$ cat config.mk
export PLATFORM = sky130hd
export DESIGN_NAME = demux_pipe
export DESIGN_NICKNAME = d
export VERILOG_FILES = /design/src/rtl/demux_pipe.sv
export SDC_FILE = /design/constraint.sdc
export NUM_CORES = 1
export LEC_CHECK = 0
export BUFFER_PORTS_ARGS = -buffer_cell sky130_fd_sc_hd__buf_2
export CAP_MARGIN = 0
export CELL_PAD_IN_SITES_DETAIL_PLACEMENT = 0
export CELL_PAD_IN_SITES_GLOBAL_PLACEMENT = 1
export CORE_UTILIZATION = 46
export DETAILED_ROUTE_END_ITERATION = 10
export GPL_TIMING_DRIVEN = 0
export MAX_ROUTING_LAYER = met4
export PLACE_DENSITY_LB_ADDON = 0.05
export REMOVE_ABC_BUFFERS = 1
export SLEW_MARGIN = 15
export SYNTH_ARGS = -nofsm -noshare
export SYNTH_HDL_FRONTEND = slang
export SYNTH_SLANG_ARGS = --single-unit
export TNS_END_PERCENT = 20
$ cat constraint.sdc
create_clock -name clk -period 13.75 [get_ports clk]
set_input_delay 0 -clock clk [delete_from_list [all_inputs] [get_ports clk]]
set_output_delay 0 -clock clk [all_outputs]
set_load 0.01 [all_outputs]
$ cat src/rtl/demux_pipe.sv
// Splits one enq stream into an "out" lane and a "forward" lane by a payload routing bit.
// Each lane has its own FIFO, so a stalled lane only blocks input once it is full.
module demux_pipe #(
  parameter int unsigned WIDTH   = 128,
  parameter int unsigned DEPTH   = 2,
  parameter int unsigned SEL_BIT = 127
) (
  input  logic                     clk,
  input  logic                     rst,
  input  logic                     in_enq_ena,
  input  logic [WIDTH-1:0]         in_enq_v,
  output logic                     in_enq_rdy,
  output logic                     out_enq_ena,
  output logic [WIDTH-1:0]         out_enq_v,
  input  logic                     out_enq_rdy,
  output logic                     forward_enq_ena,
  output logic [WIDTH-1:0]         forward_enq_v,
  input  logic                     forward_enq_rdy,
  output logic [$clog2(DEPTH):0]   out_count,
  output logic [$clog2(DEPTH):0]   forward_count
);

  localparam int unsigned PW   = $clog2(DEPTH);
  localparam int unsigned CW   = PW + 1;
  localparam int unsigned NL   = 2;
  localparam int unsigned LOUT = 0;
  localparam int unsigned LFWD = 1;

  logic [WIDTH-1:0] mem    [NL][DEPTH];
  logic [PW-1:0]    wr_ptr [NL];
  logic [PW-1:0]    rd_ptr [NL];
  logic [CW-1:0]    count  [NL];

  logic [NL-1:0] lane_rdy;
  logic [NL-1:0] show;
  logic [NL-1:0] wr;
  logic [NL-1:0] rd;
  logic          accept;
  logic          sel;

  assign lane_rdy = {forward_enq_rdy, out_enq_rdy};

  // Input ready uses registered occupancy only; a lane that is full this cycle blocks input
  // even if it dequeues, since freed space only shows up in count next cycle.
  always_comb begin
    sel        = in_enq_v[SEL_BIT];
    in_enq_rdy = !rst && (count[LOUT] < CW'(DEPTH)) && (count[LFWD] < CW'(DEPTH));
    accept     = in_enq_ena && in_enq_rdy;
    wr         = '0;
    rd         = '0;
    show       = '0;
    wr[LFWD]   = accept && sel;
    wr[LOUT]   = accept && !sel;
    for (int l = 0; l < NL; l++) begin
      show[l] = !rst && (count[l] != '0);
      rd[l]   = show[l] && lane_rdy[l];
    end
  end

  // Pointers and occupancy per lane
  always_ff @(posedge clk) begin
    if (rst) begin
      for (int l = 0; l < NL; l++) begin
        wr_ptr[l] <= '0;
        rd_ptr[l] <= '0;
        count[l]  <= '0;
      end
    end else begin
      for (int l = 0; l < NL; l++) begin
        if (wr[l]) wr_ptr[l] <= wr_ptr[l] + PW'(1);
        if (rd[l]) rd_ptr[l] <= rd_ptr[l] + PW'(1);
        case ({wr[l], rd[l]})
          2'b10:   count[l] <= count[l] + CW'(1);
          2'b01:   count[l] <= count[l] - CW'(1);
          default: count[l] <= count[l];
        endcase
      end
    end
  end

  // Payload storage needs no reset; occupancy decides what is visible
  always_ff @(posedge clk) begin
    for (int l = 0; l < NL; l++) begin
      if (wr[l]) mem[l][wr_ptr[l]] <= in_enq_v;
    end
  end

  assign out_enq_ena     = rd[LOUT];
  assign forward_enq_ena = rd[LFWD];
  assign out_enq_v       = show[LOUT] ? mem[LOUT][rd_ptr[LOUT]] : '0;
  assign forward_enq_v   = show[LFWD] ? mem[LFWD][rd_ptr[LFWD]] : '0;
  assign out_count       = count[LOUT];
  assign forward_count   = count[LFWD];

endmodule
# Yosys cells after proc, flatten, opt, wreduce, memory -nomap -nowiden
# Memories as Yosys holds them, arrays and structs flattened.
# Cells that the tools add are included.
# totals
in_bits,133
reg_bits,0
out_inout_bits,263
wordCells,115
n_memories,4
ramBits,520
# classes
magnitude_cmp,8
n_eq_ne,4
bitwise_logic,14
n_mux,59
n_reduce_logical,18
add_sub_neg,8
# memory_table
memory,words,width,rd,rd_clocked_by_memory_dff,wr,line,text
mem,2,256,2,0,1,29,logic [WIDTH-1:0] mem [NL][DEPTH];
count,2,2,2,0,2,32,logic [CW-1:0] count [NL];
rd_ptr,2,1,2,0,2,31,logic [PW-1:0] rd_ptr [NL];
wr_ptr,2,1,2,0,2,30,logic [PW-1:0] wr_ptr [NL];
# ops
op,n
$mux W128,10
$mux W256,4
$demux W128 S1,2
$reduce_or A256 Y1,1
$mux W1,37
$mux W2,6
$logic_and A1 B1 Y1,11
$or A1 B1 Y1,10
$ge A2 B2 Y1 const B,4
$not A1 Y2,4
$add A1 B1 Y1 const B,4
$add A2 B1 Y2 const B,2
$eq A2 B1 Y1 const B,2
$eq A2 B2 Y1 const B,2
$lt A2 B1 Y1 const B,2
$lt A2 B2 Y1 const B,2
$reduce_bool A2 Y1,2
$reduce_or A2 Y1,2
$sub A2 B1 Y2 const B,2
$logic_not A1 Y1,2

# Logic depth before layout (Yosys ltp)
# Gate-level depths: netlist (run 1).
# depth
ltp_word,12
mapped_depth,9
depth_no_buf,9

# Worst setup path after synthesis (run 1)
# Ideal clock, no wire load.
# synth_timing
kind,reg-to-reg
from,memory count[0][1] (netlist name)
to,memory mem[0][128] (netlist name) (enable)
required_ns,12.976
slack_ns,3.232
period_less_slack_ns,10.518
t_arrival_ns,9.744
stages_incl_launch_ff,3
cell_sequence,edfxtp_1 or4b_4 nor3_1
# synth_lines
item,line
from (decl),32
to (decl),29

==> results.toml, run 1 <==
[sta]
finalSetupViolations = 0
hold_viol_final = 0
clock_skew_ns = 0.0255
drv_slew = 0
worst_hold_slack_ns = 0.154
tns_ns = 0
min_period_ns = 3.12
fmax_ghz = 0.320
rsz0062_at_grt = "no"
finalCritPeriodShare = 0.227
worst_slew_pin_slew_ns = 0.798
slew_headroom = 0.465

[floorplan]
initial_core_util = 0.469
rows = 75
chipWidth_um = 209
pin_count = 396
die_area_um2 = 43800
core-area_um2 = 42100
fp.dieH_um = 209

[cells_and_area]
layout_common_cells = "edfxtp_1, buf_2, nor2_1"
nets = 1866
drive_gt1_frac = 0.305
final_common_cell = "edfxtp_1"
stdcell_count = 2301
areaGrowthSynthToFinish_pct = 32.5

[critical_path]
required_ns = 14.03
rr_worst_depth = 6
worst-setup-path-type = "flop to flop"
critPathCaptureType = "flop"
cp-start-kind = "flop"
worstPathArrival_ns = 3.41
path_max_fanout = 10

[power]
leakage_nw = 10.2
power-per-cell-area_nw_per_um2 = 134
ir_drop_mv = 0.111
total_power_mw = 3.51

[synthesis]
avgSynthCellArea_um2 = 17.3
ys.warnings.count = 0
synth_cell_type_count = 24
ys_seq_elements = 520
synthCells = 1141
netlist_area_um2 = 19800
synth.yosys.seq_area_share = 0.791

[place]
place_hpwl_um = 30900
dp_cells = 2079
port_buffers = 395
gp_congestion = 0.736

[clock_tree]
post_cts_buffers = 0
clockBufferDepth = 3
insertion_delay_ns = 0.59
clockRootBuffer = "clkbuf_16"
cts_made_buffers = 53
clk_pin_slew_ns = 0.06
clock-sinks = 520
cts_tree = "done"
cts_max_level = 2

[detailed_routing]
wl_met1_um = 20000
wl_met2_um = 22300
viasPerCell = 4.96
wire_per_inst_um = 20.2
drc = 0
topRoutingLayerUsed = "met4"
drt_iter0_drc = 642
first_pass_iters = 4
ant_nets = 0
via_count = 11400
wl_um = 46600
dr_wl_met3_um = 3290

[grt]
grt-ovfl-total = 0
antenna_found_initial = 2
grt_max_degree = 53
grt_util_all_layers = 0.219
grt_pass1_vias = 11400
grt_pass1_wl_um = 69300

[job]
drv_cap = 0

[status]
status = "complete, no violations"

[worst_hold_path]
hp-class = "primary input to flop"
whs_path_depth = 2
-- power breakdown --
part / leakage, nW / switching, mW / internal, mW
logic: 4.75 / 0.218 / 0.187
clock network: 0.770 / 0.561 / 0.757
registers: 4.70 / 0.0105 / 1.77
total: 10.2 / 0.790 / 2.71
-- worst max-delay path, cell delays in order (launching register included) --
cell	delay, ns
edfxtp_1	0.55
or4b_4	0.62
nor3_2	0.63
buf_4	0.33
buf_4	0.23
buf_4	0.23
buf_4	0.21
-- cell usage after synthesis, drive strengths merged --
library cell | n | area [um^2]
a21o | 1 | 7.51
a22oi | 1 | 7.51
a31o | 1 | 8.76
and2 | 2 | 12.5
and3 | 1 | 6.26
buf | 54 | 275
clkbuf | 5 | 18.8
edfxtp | 520 | 15600
ha | 5 | 62.6
inv | 7 | 26.3
mux2i | 256 | 2560
nand2 | 3 | 11.3
nand2b | 2 | 12.5
nor2 | 268 | 1010
nor3 | 4 | 20.0
nor4 | 1 | 6.26
nor4b | 1 | 8.76
o21ba | 1 | 10.0
o21bai | 3 | 22.5
or2 | 2 | 12.5
or4b | 1 | 13.8
xnor2 | 2 | 17.5
-- layout make-up --
class / instances / area, um^2
inverters: 7 / 26.3
flip-flops and latches: 520 / 15600
diodes: 2 / 5.00
multi-input cells: 555 / 3850
well taps: 539 / 674
clock buffers: 64 / 1410
fillers: 3233 / 16000
clock inverters: 23 / 158
repair buffers: 591 / 4430
-- path summary, 6_finish.rpt --
path | start | endpoint | slack, ns
worst max-delay path | count[0][1] | mem[0][135] | 10.63
worst max register to register | count[0][1] | mem[0][135] | 10.63
worst min-delay path | in_enq_v[40] | mem[0][296] | 0.15
worst min register to register | wr_ptr[0][0] | wr_ptr[0][0] | 0.61
-- what timing repair did --
action | 4_1_cts | 5_1_grt
gates resized for setup | 0 | 0
hold buffers | 133 | 0
endpoints found under the hold margin | 531 | 0
-- registers in the layout (all words and copies together), names as in the netlist --
name	flops
rd_ptr	2
wr_ptr	2
count	4
mem	512
-- stage by stage --
stage	cell area [um^2]	utilization	worst slack [ns]
6_report	26200	0.621	10.63
4_1_cts	26200	0.621	10.51
2_1_floorplan	19500	-	3.23
3_5_place_dp	23300	0.552	10.55
3_3_place_gp	22100	0.525	-4.42
5_1_grt	26200	0.621	10.45
-- layer usage --
metal,global-route usage,vias to the layer above
met5,-,-
met4,0.0639,0
met3,0.0559,66
met2,0.344,311
met1,0.282,5616
li1,-,5410
-- kinds of logic (layout without fill, tap and decap cells) --
group,Yosys count,after routing,synth area share
adders and majority gates,5,5,0.00317
buffers and inverters,66,685,0.0162
muxes,256,256,0.130
AOI/OAI and AO/OA,7,7,0.00285
and+or+nand+nor,285,285,0.0566
DFF,520,520,0.791
other,0,2,0
xor gates and xnor gates,2,2,0.000887
Power figures use the tool's default switching activity.
==> run 2, diff against run 1 <==
Clock period 13.75 ns to 3.1 ns, I/O delays scaled along.
==> results.toml, run 2 (same netlist as run 1, synthesis figures left out) <==
[critical_path]
critPathCaptureType = "flop"
required_ns = 3.38
rr_worst_depth = 6
cp-start-kind = "flop"
path_max_fanout = 10
worst-setup-path-type = "flop to flop"
worstPathArrival_ns = 3.18

[grt]
grt-busiest-layer = "met2"
met3_usage = 0.0559
antenna_found_initial = 2
use_met2 = 0.344
grt_pass1_wl_um = 69300
grt_pass1_vias = 11400
grt_util_all_layers = 0.219
grt-ovfl-total = 0
grt_max_degree = 53
groute.layer.met1.usage = 0.282

[cells_and_area]
areaGrowthSynthToFinish_pct = 32.5
fill_cells = 3231
drive_gt1_frac = 0.305
register_area_um2 = 15600
final_common_cell = "edfxtp_1"
nets = 1866
layout_common_cells = "edfxtp_1, buf_2, nor2_1"
largest_reg_flops = 512
multiInputGateArea_um2 = 3860
postLayoutCoreUtil = 0.621

[detailed_routing]
drc = 0
viasPerCell = 4.95
ant_nets = 0
drt_iter0_drc = 636
wire_per_inst_um = 20.2
wl_um = 46600
first_pass_iters = 5
via_count = 11400

[place]
port_buffers = 395
place_hpwl_um = 30900
gp_congestion = 0.736

[floorplan]
die_area_um2 = 43800
fp.dieH_um = 209
core-area_um2 = 42100
pin_count = 396
rows = 75
initial_core_util = 0.469
chipWidth_um = 209

[sta]
slew_headroom = 0.499
min_period_ns = 2.90
rsz0062_at_grt = "no"
fmax_ghz = 0.345
worst_slew_pin_slew_ns = 0.751
hold_viol_final = 0
finalCritPeriodShare = 0.935
finalSetupViolations = 0
drv_slew = 0
tns_ns = 0
clock_skew_ns = 0.0256

[clock_tree]
clockRootBuffer = "clkbuf_16"
cts_max_level = 2
clk_pin_slew_ns = 0.06
cts_made_buffers = 53
post_cts_buffers = 0
cts_tree = "done"
insertion_delay_ns = 0.59
clock-sinks = 520
clockBufferDepth = 3

[status]
status = "complete, no violations"

[power]
ir_drop_mv = 0.491
power-per-cell-area_nw_per_um2 = 594
leakage_nw = 10.2

[worst_hold_path]
whs_path_depth = 2
hp-class = "primary input to flop"

[job]
drv_cap = 0
## run 2: what timing repair did
item / 4_1_cts / 5_1_grt
resized for setup: 1 / 0
endpoints found under the hold margin: 531 / 0
hold buffers: 133 / 0
endpoints found under the setup margin: 12 / 0
## run 2: final timing paths
check                from     endpoint  slack, ns
min          in_enq_v[40]  mem[0][296]       0.15
max reg2reg   count[0][1]  mem[0][135]       0.20
min reg2reg   count[1][0]  count[1][0]       0.62
max           count[0][1]  mem[0][135]       0.20
## run 2: worst max-delay path: stages, from the launching register on
cell and delay, ns:
edfxtp_1 0.55, or4b_4 0.63, nor3_4 0.42, buf_4 0.30
buf_4 0.23, buf_4 0.23, buf_4 0.21
## run 2: cell type report
class / count / share of cell area
inverter: 7 / 0.00100
timing repair buffer: 591 / 0.169
antenna: 2 / 0.000191
tap: 539 / 0.0258
multi-input combinational: 555 / 0.147
sequential: 520 / 0.597
clock buffer: 64 / 0.0539
clock inverter: 23 / 0.00602
## run 2: metrics by stage
step / instance area, um^2 / setup slack [ns] / power (mW) / instances / hold WS (ns)
2_1_floorplan: 19500 / -7.42 / 9.02 / 1082 / 0.0544
3_3_place_gp: 22100 / -15.07 / 9.85 / 2016 / 0.211
3_5_place_dp: 23300 / -0.104 / 9.73 / 2079 / 0.216
4_1_cts: 26200 / 0.116 / 15.7 / 2299 / 0.107
5_1_grt: 26200 / 0.0518 / 16.1 / 2301 / 0.128
6_report: 26200 / 0.201 / 15.5 / 2301 / 0.154
## run 2: power breakdown
group          switching (mW)  leakage, nW  total, mW  internal, mW
clock network            2.49        0.770       5.85          3.36
registers              0.0471         4.70       7.90          7.86
logic                   0.969         4.75       1.80         0.829
total                    3.51         10.2       15.5          12.0
## run 2: per-layer routing
layer / vias to the layer above / share of wire
met4: 0 / 0.021
met1: 5622 / 0.43
met2: 302 / 0.48
met3: 66 / 0.070
li1: 5410 / -
met5: - / 0
